==> src/rtl/bus_sequencer_if.sv <==
// -----------------------------------------------------------------------------
// bus_sequencer_if
// Bundle of the handshake and control signals exchanged between the control-step
// sequencer and the shared-bus datapath.
//   start      : one-cycle request to run one instruction
//   ir         : instruction register contents (opcode ir[31:27], ra/rb/rc below)
//   mem_ready  : memory read complete
//   reg_out    : one-hot register bus-source enables (bit n = Rnout)
//   reg_in     : one-hot register load enables
//   HIout..Cout: remaining bus-source enables
//   PCin..LOin : load and control strobes
//   alu_op     : ALU operation code
//   busy/done/illegal : sequencer status
// Modports:
//   master : the sequencer (drives enables, receives start/ir/mem_ready)
//   slave  : the datapath/top level (mirror image)
// -----------------------------------------------------------------------------
interface bus_sequencer_if;
    logic        start;
    logic [31:0] ir;
    logic        mem_ready;

    logic [15:0] reg_out;
    logic [15:0] reg_in;

    logic        HIout;
    logic        LOout;
    logic        Zhighout;
    logic        Zlowout;
    logic        PCout;
    logic        MDRout;
    logic        InPortout;
    logic        Cout;

    logic        PCin;
    logic        IncPC;
    logic        MARin;
    logic        MDRin;
    logic        Read;
    logic        IRin;
    logic        Yin;
    logic        Zin;
    logic        HIin;
    logic        LOin;

    logic [4:0]  alu_op;
    logic        busy;
    logic        done;
    logic        illegal;

    modport master (
        input  start, ir, mem_ready,
        output reg_out, reg_in,
        output HIout, LOout, Zhighout, Zlowout, PCout, MDRout, InPortout, Cout,
        output PCin, IncPC, MARin, MDRin, Read, IRin, Yin, Zin, HIin, LOin,
        output alu_op, busy, done, illegal
    );

    modport slave (
        output start, ir, mem_ready,
        input  reg_out, reg_in,
        input  HIout, LOout, Zhighout, Zlowout, PCout, MDRout, InPortout, Cout,
        input  PCin, IncPC, MARin, MDRin, Read, IRin, Yin, Zin, HIin, LOin,
        input  alu_op, busy, done, illegal
    );
endinterface

==> src/rtl/bus_sequencer.sv <==
// -----------------------------------------------------------------------------
// bus_sequencer
// Multi-cycle control-step sequencer for a single shared 32-bit datapath bus.
// One instruction is stepped through fetch (T0-T2) and execute (T3-T6), then a
// FIN step reports completion. All bus enables and strobes are Moore outputs
// decoded from the registered state and ir.
// Ports:
//   clock : rising-edge clock
//   clear : asynchronous active-high reset (aborts any instruction at once)
//   bus   : bus_sequencer_if.master (start, ir, mem_ready in; enables out)
// Parameters:
//   OPW : opcode width (ir[31:27])
//   RAW : register-field width (ra=ir[26:23], rb=ir[22:19], rc=ir[18:15])
// -----------------------------------------------------------------------------
module bus_sequencer #(
    parameter int OPW = 5,
    parameter int RAW = 4
) (
    input  logic             clock,
    input  logic             clear,
    bus_sequencer_if.master  bus
);

    localparam int NREG = 2 ** RAW;

    typedef enum logic [3:0] {
        IDLE = 4'd0,
        T0   = 4'd1,
        T1   = 4'd2,
        T2   = 4'd3,
        T3   = 4'd4,
        T4   = 4'd5,
        T5   = 4'd6,
        T6   = 4'd7,
        FIN  = 4'd8
    } state_t;

    state_t           state_r;
    state_t           next_s;
    logic             illegal_r;
    logic             illegal_next_s;

    logic [OPW-1:0]   opcode_s;
    logic [RAW-1:0]   ra_s;
    logic [RAW-1:0]   rb_s;
    logic [RAW-1:0]   rc_s;

    // One-hot decode of a register field into the Rn enable vector.
    function automatic logic [NREG-1:0] reg_onehot(input logic [RAW-1:0] idx);
        logic [NREG-1:0] v;
        v      = '0;
        v[idx] = 1'b1;
        return v;
    endfunction

    // Opcode class decoders.
    function automatic logic is_rtype(input logic [OPW-1:0] op);
        return (op <= OPW'(8));
    endfunction

    function automatic logic is_imm(input logic [OPW-1:0] op);
        return (op >= OPW'(9)) && (op <= OPW'(11));
    endfunction

    function automatic logic is_muldiv(input logic [OPW-1:0] op);
        return (op == OPW'(12)) || (op == OPW'(13));
    endfunction

    function automatic logic is_unary(input logic [OPW-1:0] op);
        return (op == OPW'(14)) || (op == OPW'(15));
    endfunction

    function automatic logic is_illegal(input logic [OPW-1:0] op);
        return (op >= OPW'(16));
    endfunction

    assign opcode_s = bus.ir[31 -: OPW];
    assign ra_s     = bus.ir[26 -: RAW];
    assign rb_s     = bus.ir[22 -: RAW];
    assign rc_s     = bus.ir[18 -: RAW];

    // State and illegal-flag registers.
    always_ff @(posedge clock or posedge clear) begin
        if (clear) begin
            state_r   <= IDLE;
            illegal_r <= 1'b0;
        end else begin
            state_r   <= next_s;
            illegal_r <= illegal_next_s;
        end
    end

    // Next-state logic; the illegal flag is captured on the T3 bail-out and
    // dropped again when FIN retires.
    always_comb begin
        next_s         = state_r;
        illegal_next_s = illegal_r;
        case (state_r)
            IDLE: begin
                if (bus.start) next_s = T0;
                else           next_s = IDLE;
            end
            T0: next_s = T1;
            T1: begin
                if (bus.mem_ready) next_s = T2;
                else               next_s = T1;
            end
            T2: next_s = T3;
            T3: begin
                if (is_illegal(opcode_s)) begin
                    next_s         = FIN;
                    illegal_next_s = 1'b1;
                end else begin
                    next_s = T4;
                end
            end
            T4: next_s = T5;
            T5: begin
                if (is_muldiv(opcode_s)) next_s = T6;
                else                     next_s = FIN;
            end
            T6: next_s = FIN;
            FIN: begin
                // start is not looked at here; a new request must arrive in IDLE
                next_s         = IDLE;
                illegal_next_s = 1'b0;
            end
            default: begin
                next_s         = IDLE;
                illegal_next_s = 1'b0;
            end
        endcase
    end

    // Moore output decode from state and ir.
    always_comb begin
        bus.reg_out   = '0;
        bus.reg_in    = '0;
        bus.HIout     = 1'b0;
        bus.LOout     = 1'b0;
        bus.Zhighout  = 1'b0;
        bus.Zlowout   = 1'b0;
        bus.PCout     = 1'b0;
        bus.MDRout    = 1'b0;
        bus.InPortout = 1'b0;   // reserved input port, never driven onto the bus here
        bus.Cout      = 1'b0;
        bus.PCin      = 1'b0;
        bus.IncPC     = 1'b0;
        bus.MARin     = 1'b0;
        bus.MDRin     = 1'b0;
        bus.Read      = 1'b0;
        bus.IRin      = 1'b0;
        bus.Yin       = 1'b0;
        bus.Zin       = 1'b0;
        bus.HIin      = 1'b0;
        bus.LOin      = 1'b0;
        bus.alu_op    = 5'd0;
        bus.busy      = 1'b0;
        bus.done      = 1'b0;
        bus.illegal   = 1'b0;
        case (state_r)
            IDLE: begin
                bus.busy = 1'b0;
            end
            T0: begin
                bus.busy  = 1'b1;
                bus.PCout = 1'b1;
                bus.MARin = 1'b1;
                bus.IncPC = 1'b1;
                bus.Zin   = 1'b1;
            end
            T1: begin
                // held every cycle while memory stalls
                bus.busy    = 1'b1;
                bus.Zlowout = 1'b1;
                bus.PCin    = 1'b1;
                bus.Read    = 1'b1;
                bus.MDRin   = 1'b1;
            end
            T2: begin
                bus.busy   = 1'b1;
                bus.MDRout = 1'b1;
                bus.IRin   = 1'b1;
            end
            T3: begin
                bus.busy = 1'b1;
                // binary/immediate forms latch rb into Y; unary and illegal idle
                if (is_rtype(opcode_s) || is_imm(opcode_s) || is_muldiv(opcode_s)) begin
                    bus.reg_out = reg_onehot(rb_s);
                    bus.Yin     = 1'b1;
                end else begin
                    bus.Yin     = 1'b0;
                end
            end
            T4: begin
                bus.busy   = 1'b1;
                bus.Zin    = 1'b1;
                bus.alu_op = 5'(opcode_s);
                if (is_imm(opcode_s)) begin
                    bus.Cout    = 1'b1;
                end else if (is_unary(opcode_s)) begin
                    bus.reg_out = reg_onehot(rb_s);
                end else begin
                    bus.reg_out = reg_onehot(rc_s);
                end
            end
            T5: begin
                bus.busy    = 1'b1;
                bus.Zlowout = 1'b1;
                if (is_muldiv(opcode_s)) begin
                    bus.LOin   = 1'b1;
                end else begin
                    bus.reg_in = reg_onehot(ra_s);
                end
            end
            T6: begin
                bus.busy     = 1'b1;
                bus.Zhighout = 1'b1;
                bus.HIin     = 1'b1;
            end
            FIN: begin
                bus.done    = 1'b1;
                bus.illegal = illegal_r;
            end
            default: begin
                bus.busy = 1'b0;
            end
        endcase
    end

endmodule

==> src/flat_wrapper.sv <==
// flat-port wrapper written by rule: the top's interface ports become plain ports
module bus_sequencer_flat 
#(
    parameter int OPW = 5,
    parameter int RAW = 4
)
  (clock, clear, bus_start, bus_ir, bus_mem_ready, bus_reg_out, bus_reg_in, bus_HIout, bus_LOout, bus_Zhighout, bus_Zlowout, bus_PCout, bus_MDRout, bus_InPortout, bus_Cout, bus_PCin, bus_IncPC, bus_MARin, bus_MDRin, bus_Read, bus_IRin, bus_Yin, bus_Zin, bus_HIin, bus_LOin, bus_alu_op, bus_busy, bus_done, bus_illegal);
  bus_sequencer_if bus_i ();
  input  logic clock;
  input  logic clear;
  input wire logic [$bits(bus_i.start)-1:0] bus_start;
  input wire logic [$bits(bus_i.ir)-1:0] bus_ir;
  input wire logic [$bits(bus_i.mem_ready)-1:0] bus_mem_ready;
  output wire logic [$bits(bus_i.reg_out)-1:0] bus_reg_out;
  output wire logic [$bits(bus_i.reg_in)-1:0] bus_reg_in;
  output wire logic [$bits(bus_i.HIout)-1:0] bus_HIout;
  output wire logic [$bits(bus_i.LOout)-1:0] bus_LOout;
  output wire logic [$bits(bus_i.Zhighout)-1:0] bus_Zhighout;
  output wire logic [$bits(bus_i.Zlowout)-1:0] bus_Zlowout;
  output wire logic [$bits(bus_i.PCout)-1:0] bus_PCout;
  output wire logic [$bits(bus_i.MDRout)-1:0] bus_MDRout;
  output wire logic [$bits(bus_i.InPortout)-1:0] bus_InPortout;
  output wire logic [$bits(bus_i.Cout)-1:0] bus_Cout;
  output wire logic [$bits(bus_i.PCin)-1:0] bus_PCin;
  output wire logic [$bits(bus_i.IncPC)-1:0] bus_IncPC;
  output wire logic [$bits(bus_i.MARin)-1:0] bus_MARin;
  output wire logic [$bits(bus_i.MDRin)-1:0] bus_MDRin;
  output wire logic [$bits(bus_i.Read)-1:0] bus_Read;
  output wire logic [$bits(bus_i.IRin)-1:0] bus_IRin;
  output wire logic [$bits(bus_i.Yin)-1:0] bus_Yin;
  output wire logic [$bits(bus_i.Zin)-1:0] bus_Zin;
  output wire logic [$bits(bus_i.HIin)-1:0] bus_HIin;
  output wire logic [$bits(bus_i.LOin)-1:0] bus_LOin;
  output wire logic [$bits(bus_i.alu_op)-1:0] bus_alu_op;
  output wire logic [$bits(bus_i.busy)-1:0] bus_busy;
  output wire logic [$bits(bus_i.done)-1:0] bus_done;
  output wire logic [$bits(bus_i.illegal)-1:0] bus_illegal;
  assign bus_i.start = bus_start;
  assign bus_i.ir = bus_ir;
  assign bus_i.mem_ready = bus_mem_ready;
  assign bus_reg_out = bus_i.reg_out;
  assign bus_reg_in = bus_i.reg_in;
  assign bus_HIout = bus_i.HIout;
  assign bus_LOout = bus_i.LOout;
  assign bus_Zhighout = bus_i.Zhighout;
  assign bus_Zlowout = bus_i.Zlowout;
  assign bus_PCout = bus_i.PCout;
  assign bus_MDRout = bus_i.MDRout;
  assign bus_InPortout = bus_i.InPortout;
  assign bus_Cout = bus_i.Cout;
  assign bus_PCin = bus_i.PCin;
  assign bus_IncPC = bus_i.IncPC;
  assign bus_MARin = bus_i.MARin;
  assign bus_MDRin = bus_i.MDRin;
  assign bus_Read = bus_i.Read;
  assign bus_IRin = bus_i.IRin;
  assign bus_Yin = bus_i.Yin;
  assign bus_Zin = bus_i.Zin;
  assign bus_HIin = bus_i.HIin;
  assign bus_LOin = bus_i.LOin;
  assign bus_alu_op = bus_i.alu_op;
  assign bus_busy = bus_i.busy;
  assign bus_done = bus_i.done;
  assign bus_illegal = bus_i.illegal;
  bus_sequencer #(.OPW(OPW), .RAW(RAW)) u_core (.clock(clock), .clear(clear), .bus(bus_i));
endmodule
==> config.mk <==
export PLATFORM = sky130hd
export DESIGN_NAME = bus_sequencer_flat
export DESIGN_NICKNAME = d
export VERILOG_FILES = /design/src/rtl/bus_sequencer_if.sv /design/src/rtl/bus_sequencer.sv /design/src/flat_wrapper.sv
export SDC_FILE = /design/constraint.sdc
export NUM_CORES = 1
export LEC_CHECK = 0
export BUFFER_PORTS_ARGS = -buffer_cell sky130_fd_sc_hd__buf_2
export CAP_MARGIN = 20
export CORE_MARGIN = 3
export CORE_UTILIZATION = 39
export CTS_BUF_LIST = sky130_fd_sc_hd__clkbuf_8
export CTS_CLUSTER_SIZE = 30
export DETAILED_ROUTE_END_ITERATION = 7
export PLACE_DENSITY = 0.9
export SETUP_SLACK_MARGIN = 0.5
export SLEW_MARGIN = 15
export SYNTH_ARGS = -nofsm -noshare
export SYNTH_HDL_FRONTEND = slang
export SYNTH_SLANG_ARGS = --single-unit
==> constraint.sdc <==
create_clock -name clock -period 1.9 [get_ports clock]
set_input_delay 0.19 -clock clock [delete_from_list [all_inputs] [get_ports clock]]
set_output_delay 0.19 -clock clock [all_outputs]
set_load 0.05 [all_outputs]
==> summary.md, run 1 <==
| Metric | Value |
|---|---|
| Most common flop cell mapped by yosys | dfrtp_1 |
| Die extent in y | 58.89 µm |
| Post-synthesis mux area share | 0.9174% |
| WEP type | top-level output |
| YS warnings | 0 |
| Dpl cells | 270 |
| Mapped Area | 1091 µm² |
| Post-place setup slack | -0.005153 ns |
| Synth top area cells | dfrtp_1, nor2_1, nor3_1 |
| #FFs+latches synth | 5 |
| Sequential fraction of the synthesis area | 11.47% |
| Max H-tree Level | 1 |
| Number of CTS-inserted buffers | 3 |
| Leading area contributor after synthesis | dfrtp_1 |
| Synth unique cells | 45 |
| Ys async rst share | 100.0% |
| Complex-gate fraction of the synthesized area | 21.10% |
| EDFF count, synth | 0 |
| Largest net degree at the start of global routing | 16 |
| Max clock buf depth | 2 |
| Initial Utilization | 42.50% |
| Avg Inst Size Synth | 6.862 µm² |
| Rows | 18 |
| Top post-synthesis cells by count | nor2_1, nor3_1, nand2_1 |
| Buffers added on ports | 75 |
| Stop stage | global routing (5_1_grt) |
| Worst endpoint after global-route timing repair | bus_reg_out[8] |
| Clock sinks | 5 |
| Post-DP HPWL | 3.240 mm |
| Chip width | 58.89 µm |
| Io pins | 94 |
| Main combinational cell family by area after synthesis | simple AND/OR/NAND/NOR gates |
| Post-Syn Instances | 159 |
| Status | did not finish |
| GPL Wtd Cong | 0.8972 |
| Adder-Cell Fraction of Synth Area | 0% |
| Simple-Gate Fraction of Synth Area | 52.98% |
| Root Buffer | clkbuf_8 |
| Post-synth top area share | 11.47% |
| Halt Reason | [ERROR DPL-0038] Utilization greater than 100%, impossible to legalize |
| Count leader, synth | nor2_1 |
| Post-Synth XOR/XNOR Area | 0.8028% |
-- stage by stage --
| stage | instance area, µm² | util, % | TNS [ns] |
|---|---|---|---|
| 2_1_floorplan | 1500 | - | -1.242 |
| 3_3_place_gp | 1943 | 75.68 | 0 |
| 3_5_place_dp | 1943 | 75.68 | -0.01162 |
| 4_1_cts | 2479 | 96.54 | -1.440 |
-- cell families after synthesis --
group           after synthesis
simple gates                 96
compound gates               35
buf+inv                      20
flops                         5
xor+xnor                      1
mux                           1
other cells                   1
-- timing repair --
action	CTS
setup endpoints to repair	55
pin swaps	15
buffers inserted	7
hold endpoints to repair	5
resized for setup	120
hold buffers	1
==> inputs of run 2 (changes only) <==
--- a/config.mk
+++ b/config.mk
@@ -7,13 +7,10 @@
 export LEC_CHECK = 0
 export BUFFER_PORTS_ARGS = -buffer_cell sky130_fd_sc_hd__buf_2
 export CAP_MARGIN = 20
-export CORE_MARGIN = 3
-export CORE_UTILIZATION = 39
-export CTS_BUF_LIST = sky130_fd_sc_hd__clkbuf_8
-export CTS_CLUSTER_SIZE = 30
+export CORE_AREA = 3 3 64 66
 export DETAILED_ROUTE_END_ITERATION = 7
-export PLACE_DENSITY = 0.9
-export SETUP_SLACK_MARGIN = 0.5
+export DIE_AREA = 0 0 67 69
+export PLACE_DENSITY_LB_ADDON = 0.15
 export SLEW_MARGIN = 15
 export SYNTH_ARGS = -nofsm -noshare
 export SYNTH_HDL_FRONTEND = slang
==> summary.md, run 2 <==
| Metric | Value |
|---|---|
| WP data arrival | 1.90 ns |
| CTS clk-pin slew, worst paths | 0.03 ns |
| Grt total ovfl | 0 |
| Pint | 848.2 µW |
| YS warnings | 0 (unchanged) |
| Largest register by flop count | u_core.state_r |
| Vias in the first global route | 1440 |
| Max Transition Viols Final | 0 |
| Post-Syn Instances | 159 (unchanged) |
| Die area | 4623 µm² |
| WHS | 0.3034 ns |
| Crit Path Max Fanout | 7 |
| Ys async rst share | 100.0% (unchanged) |
| Post-Layout Inst Area | 2248 µm² |
| Startpoint types | flip-flop |
| WP data required | 1.71 ns |
| Final Cycle Share | 109.9% |
| Area of the core | 3633 µm² |
| WP buf/inv | 4 |
| Sequential cell fraction of total power | 10.9% |
| #FFs+latches synth | 5 (unchanged) |
| Post-DP HPWL | 3.073 mm (-5.2%) |
| Worst Setup End Kind | output port |
| Area after DPL | 1785 µm² (-8.1%) |
| Synth top area cells | dfrtp_1, nor2_1, nor3_1 |
| Final wirelength | 4.157 mm |
| Buffers added on ports | 75 (unchanged) |
| EDFF count, synth | 0 (unchanged) |
| Final worst slack | -0.1875 ns |
| Setup TNS | -1.497 ns |
| Max cap viols | 0 |
| Die extent in y | 69 µm (+17%) |
| Most common cell after layout, fill and taps aside | buf_6 |
| Final layout net count | 291 |
| R2r setup slk | 0.51 ns |
| Min-delay src | bus_ir[31] |
| DR vias | 1542 |
| Synth unique cells | 45 (unchanged) |
| Crit path max-delay family | buffers and inverters |
| Layout cells sized above 1 | 61.02% |
| Slowest CP cell | dfrtp_2 |
| Io pins | 94 (unchanged) |
| Final Setup Violations | 21 |
| CP cell instances | buf_6 -> nand4bb_4 -> a21oi_4 -> buf_4 -> nand4b_1 -> buf_4 -> o32ai_4 -> buf_6 |
| Count leader, synth | nor2_1 |
| First-pass GRT wire length | 6.624 mm |
| Max reg flops | 4 |
| Max H-tree Level | 1 (unchanged) |
| PD cells | 846.9 nW/µm² |
| Hold EP | u_core.state_r[3] |
| Critical path's largest stage delay | 0.42 ns |
| Worst ir drop on vdd | 0.7419 mV |
| Most common flop cell mapped by yosys | dfrtp_1 |
| Root Buffer | clkbuf_8 |
| WS Path Type | flip-flop to output port |
| RSZ-0062 raised after global routing | true |
| Number of CTS-inserted buffers | 3 (unchanged) |
| Pleak | 0.9359 nW |
| R2R depth | 6 |
| Max clock buf depth | 2 (unchanged) |
| Gate power share | 78.8% |
| Post-place setup slack | -0.1217 ns (-0.1166 ns) |
| P&R area growth vs syn | 106.1% |
| Min cycle time layout | 2.087 ns |
| Initial Utilization | 30.03% (-12 points) |
| Avg Inst Size Synth | 6.862 µm² (unchanged) |
| Post-synth top area share | 11.47% (unchanged) |
| Largest net degree at the start of global routing | 21 |
| Rows | 22 (+4) |
| Leading area contributor after synthesis | dfrtp_1 |
| Switching part of the total | 55.46% |
| Biggest regs | u_core.state_r (4), u_core.illegal_r (1) |
| Setup Skew | 0.002646 ns |
| Top post-synthesis cells by count | nor2_1, nor3_1, nand2_1 |
| Hold Path Cell Cnt | 3 |
| R2r startpoint | u_core.state_r[1] |
| Status | finished with violations |
| CTS tree | done |
| Initial detailed-routing violation count | 30 |
| Clock sinks | 5 (unchanged) |
| Remaining antenna violation count | 0 |
| GRT Overall Usage | 17.22% |
| Switching power | 1.056 mW |
| Clk network pwr share | 10.3% |
| Total power | 1.904 mW |
| Sequential fraction of the synthesis area | 11.47% (unchanged) |
| Worst reg2reg path endpoint | u_core.state_r[1] |
| Mapped Area | 1091 µm² (unchanged) |
| Worst hold path type | input pin to flip-flop |
| Vias per inst | 5.106 |
| DRT Pass-1 Iters | 4 |
| Initial antenna violation count | 0 |
| DRC | 0 |
| Failing checks | setup timing |
| Worst skew pair latency | 0.22 ns |
| Antenna cells | 0 |
| Fin. Hold Viols | 0 |
| Chip width | 67 µm (+14%) |
| GPL Wtd Cong | 0.8096 (-9.8%) |
| DR WL/cell | 13.76 µm |
| Most frequent cells in the layout | buf_6, buf_2, buf_4, nor2_1, nand2_1 |
| Fmax | 0.4790 GHz |
[run 2: cell counts after synthesis]
No cell type changed its count.
[run 2: how the worst max path moves through the flow]
| stage | from | depth (start not counted) | to | slack, ns |
|---|---|---|---|---|
| detailed placement | u_core.state_r[3] | 6 | bus_reg_out[14] | -0.12 |
| global placement | u_core.state_r[3] | 6 | bus_reg_out[14] | -0.14 |
| global route | u_core.state_r[0] | 6 | bus_reg_out[2] | -0.27 |
| CTS | u_core.state_r[0] | 7 | bus_reg_out[14] | -0.12 |
| finish | u_core.state_r[0] | 8 | bus_reg_out[4] | -0.19 |
| floorplan | u_core.state_r[0] | 5 | bus_reg_out[11] | -0.37 |
[run 2: what timing repair did]
item,4_1_cts,5_1_grt
pin swaps,10,5
hold buffers,1,0
gates cloned,0,0
gates resized for setup,54,65
endpoints found under the setup margin,35,40
endpoints found under the hold margin,5,0
buffers inserted,6,3
[run 2: cell families (layout without fill, tap and decap cells)]
kind of cell	count (synthesis)	in the layout	synth area share (%)
other cells	1	3	0.3437
simple gates	96	96	52.99
buf+inv	20	113	12.38
xor+xnor	1	1	0.8029
flops	5	5	11.47
mux	1	1	0.9175
compound gates	35	35	21.10
[run 2: stage by stage]
step	std cells	utilization, %
2_1_floorplan	161	-
3_3_place_gp	288	49.14
3_5_place_dp	288	49.14
4_1_cts	299	57.44
5_1_grt	302	61.88
6_report	302	61.88
[run 2: cell type report]
cell class              count  area, µm²
flip-flops and latches      5      127.6
clock buffers               4      45.04
multi-input cells         136       1125
fillers                   324       1385
well taps                  48      60.06
inverters                   3      11.26
repair buffers            106      879.6
[run 2: routing by layer]
metal / vias to the layer above / global-route usage, % / part of all wire, %
met3: 3 / 2.769 / 6.0
met2: 63 / 28.93 / 51
met5: - / 0 / 0
li1: 764 / - / -
met1: 712 / 23.69 / 43
met4: 0 / 1.351 / 0.14
[run 2: worst register-to-register path, delay by kind of cell, from the launching register on]
family,cells,cell delay [ns]
buffers and inverters,3,0.44
flip-flops,1,0.40
AND/OR/NAND/NOR,2,0.38
AO/OA/AOI/OAI,1,0.10
[run 2: power groups by stage]
| stage | Clock [mW] | Combinational, mW | Sequential, mW |
|---|---|---|---|
| 6_report | 0.197 | 1.50 | 0.207 |
| 5_1_grt | 0.210 | 1.59 | 0.214 |
| 4_1_cts | 0.198 | 1.41 | 0.205 |
| 3_5_place_dp | 0 | 1.31 | 0.199 |
| 3_3_place_gp | 0 | 1.30 | 0.201 |
| 2_1_floorplan | 0 | 1.07 | 0.169 |
No activity file was read; power rests on OpenSTA's default activity.
==> inputs of run 3 (changes only) <==
--- a/config.mk
+++ b/config.mk
@@ -11,6 +11,7 @@
 export DETAILED_ROUTE_END_ITERATION = 7
 export DIE_AREA = 0 0 67 69
 export PLACE_DENSITY_LB_ADDON = 0.15
+export SETUP_SLACK_MARGIN = 0.4
 export SLEW_MARGIN = 15
 export SYNTH_ARGS = -nofsm -noshare
 export SYNTH_HDL_FRONTEND = slang
==> summary.md, run 3 (synthesized netlist as in run 2, its figures left out) <==
| Metric | Value |
|---|---|
| Status | finished with violations |
| Failing checks | setup timing |
| Final Cycle Share | 107.1% (-2.8 points) |
| CTS tree | done |
| Pint | 1.026 mW (+21%) |
| Clk network pwr share | 8.9% (-1.4 points) |
| R2r startpoint | u_core.state_r[0] |
| Initial detailed-routing violation count | 47 (+57%) |
| Max cap viols | 0 (unchanged) |
| Largest register by flop count | u_core.state_r |
| R2R depth | 5 (-1) |
| Setup Skew | 0.0006729 ns (-0.001973 ns) |
| Initial antenna violation count | 0 (unchanged) |
| Worst Setup End Kind | output port |
| Startpoint types | flip-flop |
| Dpl cells | 289 (+0.35%) |
| WP data arrival | 1.84 ns (-0.06 ns) |
| Number of CTS-inserted buffers | 3 (unchanged) |
| Clock sinks | 5 (unchanged) |
| Max H-tree Level | 1 (unchanged) |
| DRT Pass-1 Iters | 4 (unchanged) |
| Worst reg2reg path endpoint | u_core.state_r[0] |
| Worst ir drop on vdd | 0.5981 mV (-19%) |
| Fin. Hold Viols | 0 (unchanged) |
| Initial Utilization | 30.03% (unchanged) |
| Root Buffer | clkbuf_8 |
| Chip width | 67 µm (unchanged) |
| P&R area growth vs syn | 143.8% |
| Largest net degree at the start of global routing | 22 (+4.8%) |
| Vias in the first global route | 1506 (+4.6%) |
| Fmax | 0.4914 GHz (+2.6%) |
| Setup TNS | -1.357 ns (+0.1402 ns) |
| Layout cells sized above 1 | 69.23% (+8.2 points) |
| Remaining antenna violation count | 0 (unchanged) |
| DR WL/cell | 14.05 µm (+2.1%) |
| WP data required | 1.71 ns (about the same) |
| Area after DPL | 1988 µm² (+11%) |
| Min-delay src | bus_ir[31] |
| Switching part of the total | 53.14% (-2.3 points) |
| Final Setup Violations | 22 (+4.8%) |
| Buffers added on ports | 75 (unchanged) |
| CTS clk-pin slew, worst paths | 0.03 ns (about the same) |
| Final worst slack | -0.1349 ns (+0.05261 ns) |
| Hold Path Cell Cnt | 4 (+1) |
| Switching power | 1.164 mW (+10%) |
| Final layout net count | 297 (+2.1%) |
| Area of the core | 3633 µm² (unchanged) |
| Min cycle time layout | 2.035 ns (-0.05260 ns) |
| Io pins | 94 (unchanged) |
| RSZ-0062 raised after global routing | true |
| PD cells | 823.5 nW/µm² (-2.8%) |
| DRC | 0 (unchanged) |
| GRT Overall Usage | 18.61% (+1.4 points) |
| Final cell count without fillers | 308 (+2.0%) |
| Rows | 22 (unchanged) |
| Antenna cells | 0 (unchanged) |
| Grt total ovfl | 0 (unchanged) |
| Crit Path Max Fanout | 4 (-3) |
| Sequential cell fraction of total power | 9.5% (-1.4 points) |
| WS Path Type | flip-flop to output port |
| R2r setup slk | 0.59 ns (+0.08 ns) |
| Die area | 4623 µm² (unchanged) |
| GPL Wtd Cong | 0.8688 (+7.3%) |
| Max Transition Viols Final | 0 (unchanged) |
| Gate power share | 81.7% (+2.9 points) |
| DR vias | 1597 (+3.6%) |
| Post-Layout Inst Area | 2660 µm² (+18%) |
| Vias per inst | 5.185 (+1.5%) |
| Biggest regs | u_core.state_r (4), u_core.illegal_r (1) |
| Worst skew pair latency | 0.22 ns (about the same) |
| Post-DP HPWL | 3.042 mm (-1.0%) |
| Most frequent cells in the layout | buf_6, buf_4, buf_2, buf_8, nor2_4 |
| First-pass GRT wire length | 6.989 mm (+5.5%) |
| Worst hold path type | input pin to flip-flop |
| Die extent in y | 69 µm (unchanged) |
| Most common cell after layout, fill and taps aside | buf_6 |
| Max clock buf depth | 2 (unchanged) |
| Pleak | 1.045 nW (+12%) |
| Hold EP | u_core.state_r[3] |
| Final wirelength | 4.327 mm (+4.1%) |
| Max reg flops | 4 (unchanged) |
## run 3: worst max-delay path: stages (launching register included)
cell and delay (ns):
dfrtp_1 0.41, nand4bb_4 0.24, a21oi_4 0.18, nand4b_1 0.17, buf_4 0.18, o32ai_4 0.22
buf_6 0.20
## run 3: timing repair
action / in CTS / in global routing
setup endpoints to repair: 53 / 53
gates cloned: 0 / 0
resized for setup: 121 / 32
pin swaps: 16 / 9
hold endpoints to repair: 5 / 0
hold buffers: 1 / 0
setup buffers: 8 / 6
## run 3: area by class of cell
class | instances | area (µm²)
flip-flops and latches | 5 | 127.6
inverters | 3 | 11.26
repair buffers | 112 | 1092
clock buffers | 4 | 45.04
fillers | 268 | 973.4
well taps | 48 | 60.06
multi-input cells | 136 | 1324
## run 3: power groups by stage
| stage | logic [mW] | registers (mW) | clock network [mW] |
|---|---|---|---|
| after CTS | 1.68 | 0.206 | 0.197 |
| after global placement | 1.35 | 0.199 | 0 |
| final | 1.79 | 0.207 | 0.194 |
| after detailed placement | 1.36 | 0.201 | 0 |
| after floorplan | 1.11 | 0.172 | 0 |
| after global routing | 1.89 | 0.216 | 0.205 |
## run 3: stage by stage
stage / utilization, % / total power, mW / hold slack (ns) / setup slack (ns)
floorplan: - / 1.284 / -0.03148 / -0.1393
global placement: 54.72 / 1.552 / 0.09235 / -0.04293
detailed placement: 54.72 / 1.558 / 0.09699 / -0.09033
CTS: 68.94 / 2.081 / 0.3863 / -0.1174
global route: 73.21 / 2.309 / 0.4193 / -0.1999
finish: 73.21 / 2.190 / 0.3941 / -0.1349
## run 3: worst max-delay path by stage
stage | cells past startpoint | from | slack, ns | end
2_1_floorplan | 5 | u_core.state_r[1] | -0.14 | bus_reg_out[2]
3_3_place_gp | 5 | u_core.state_r[0] | -0.04 | bus_reg_out[12]
3_5_place_dp | 5 | u_core.state_r[0] | -0.09 | bus_reg_out[12]
4_1_cts | 5 | u_core.state_r[0] | -0.12 | bus_reg_in[0]
5_1_grt | 6 | u_core.state_r[1] | -0.20 | bus_reg_in[0]
6_report | 6 | u_core.state_r[1] | -0.13 | bus_reg_out[4]
## run 3: layer usage
metal,track usage (%),share of wire (%),up-vias
li1,-,-,776
met1,24.68,40,735
met2,31.55,51,76
met3,0.8143,6.4,10
met4,6.081,2.3,0
met5,0,0,-
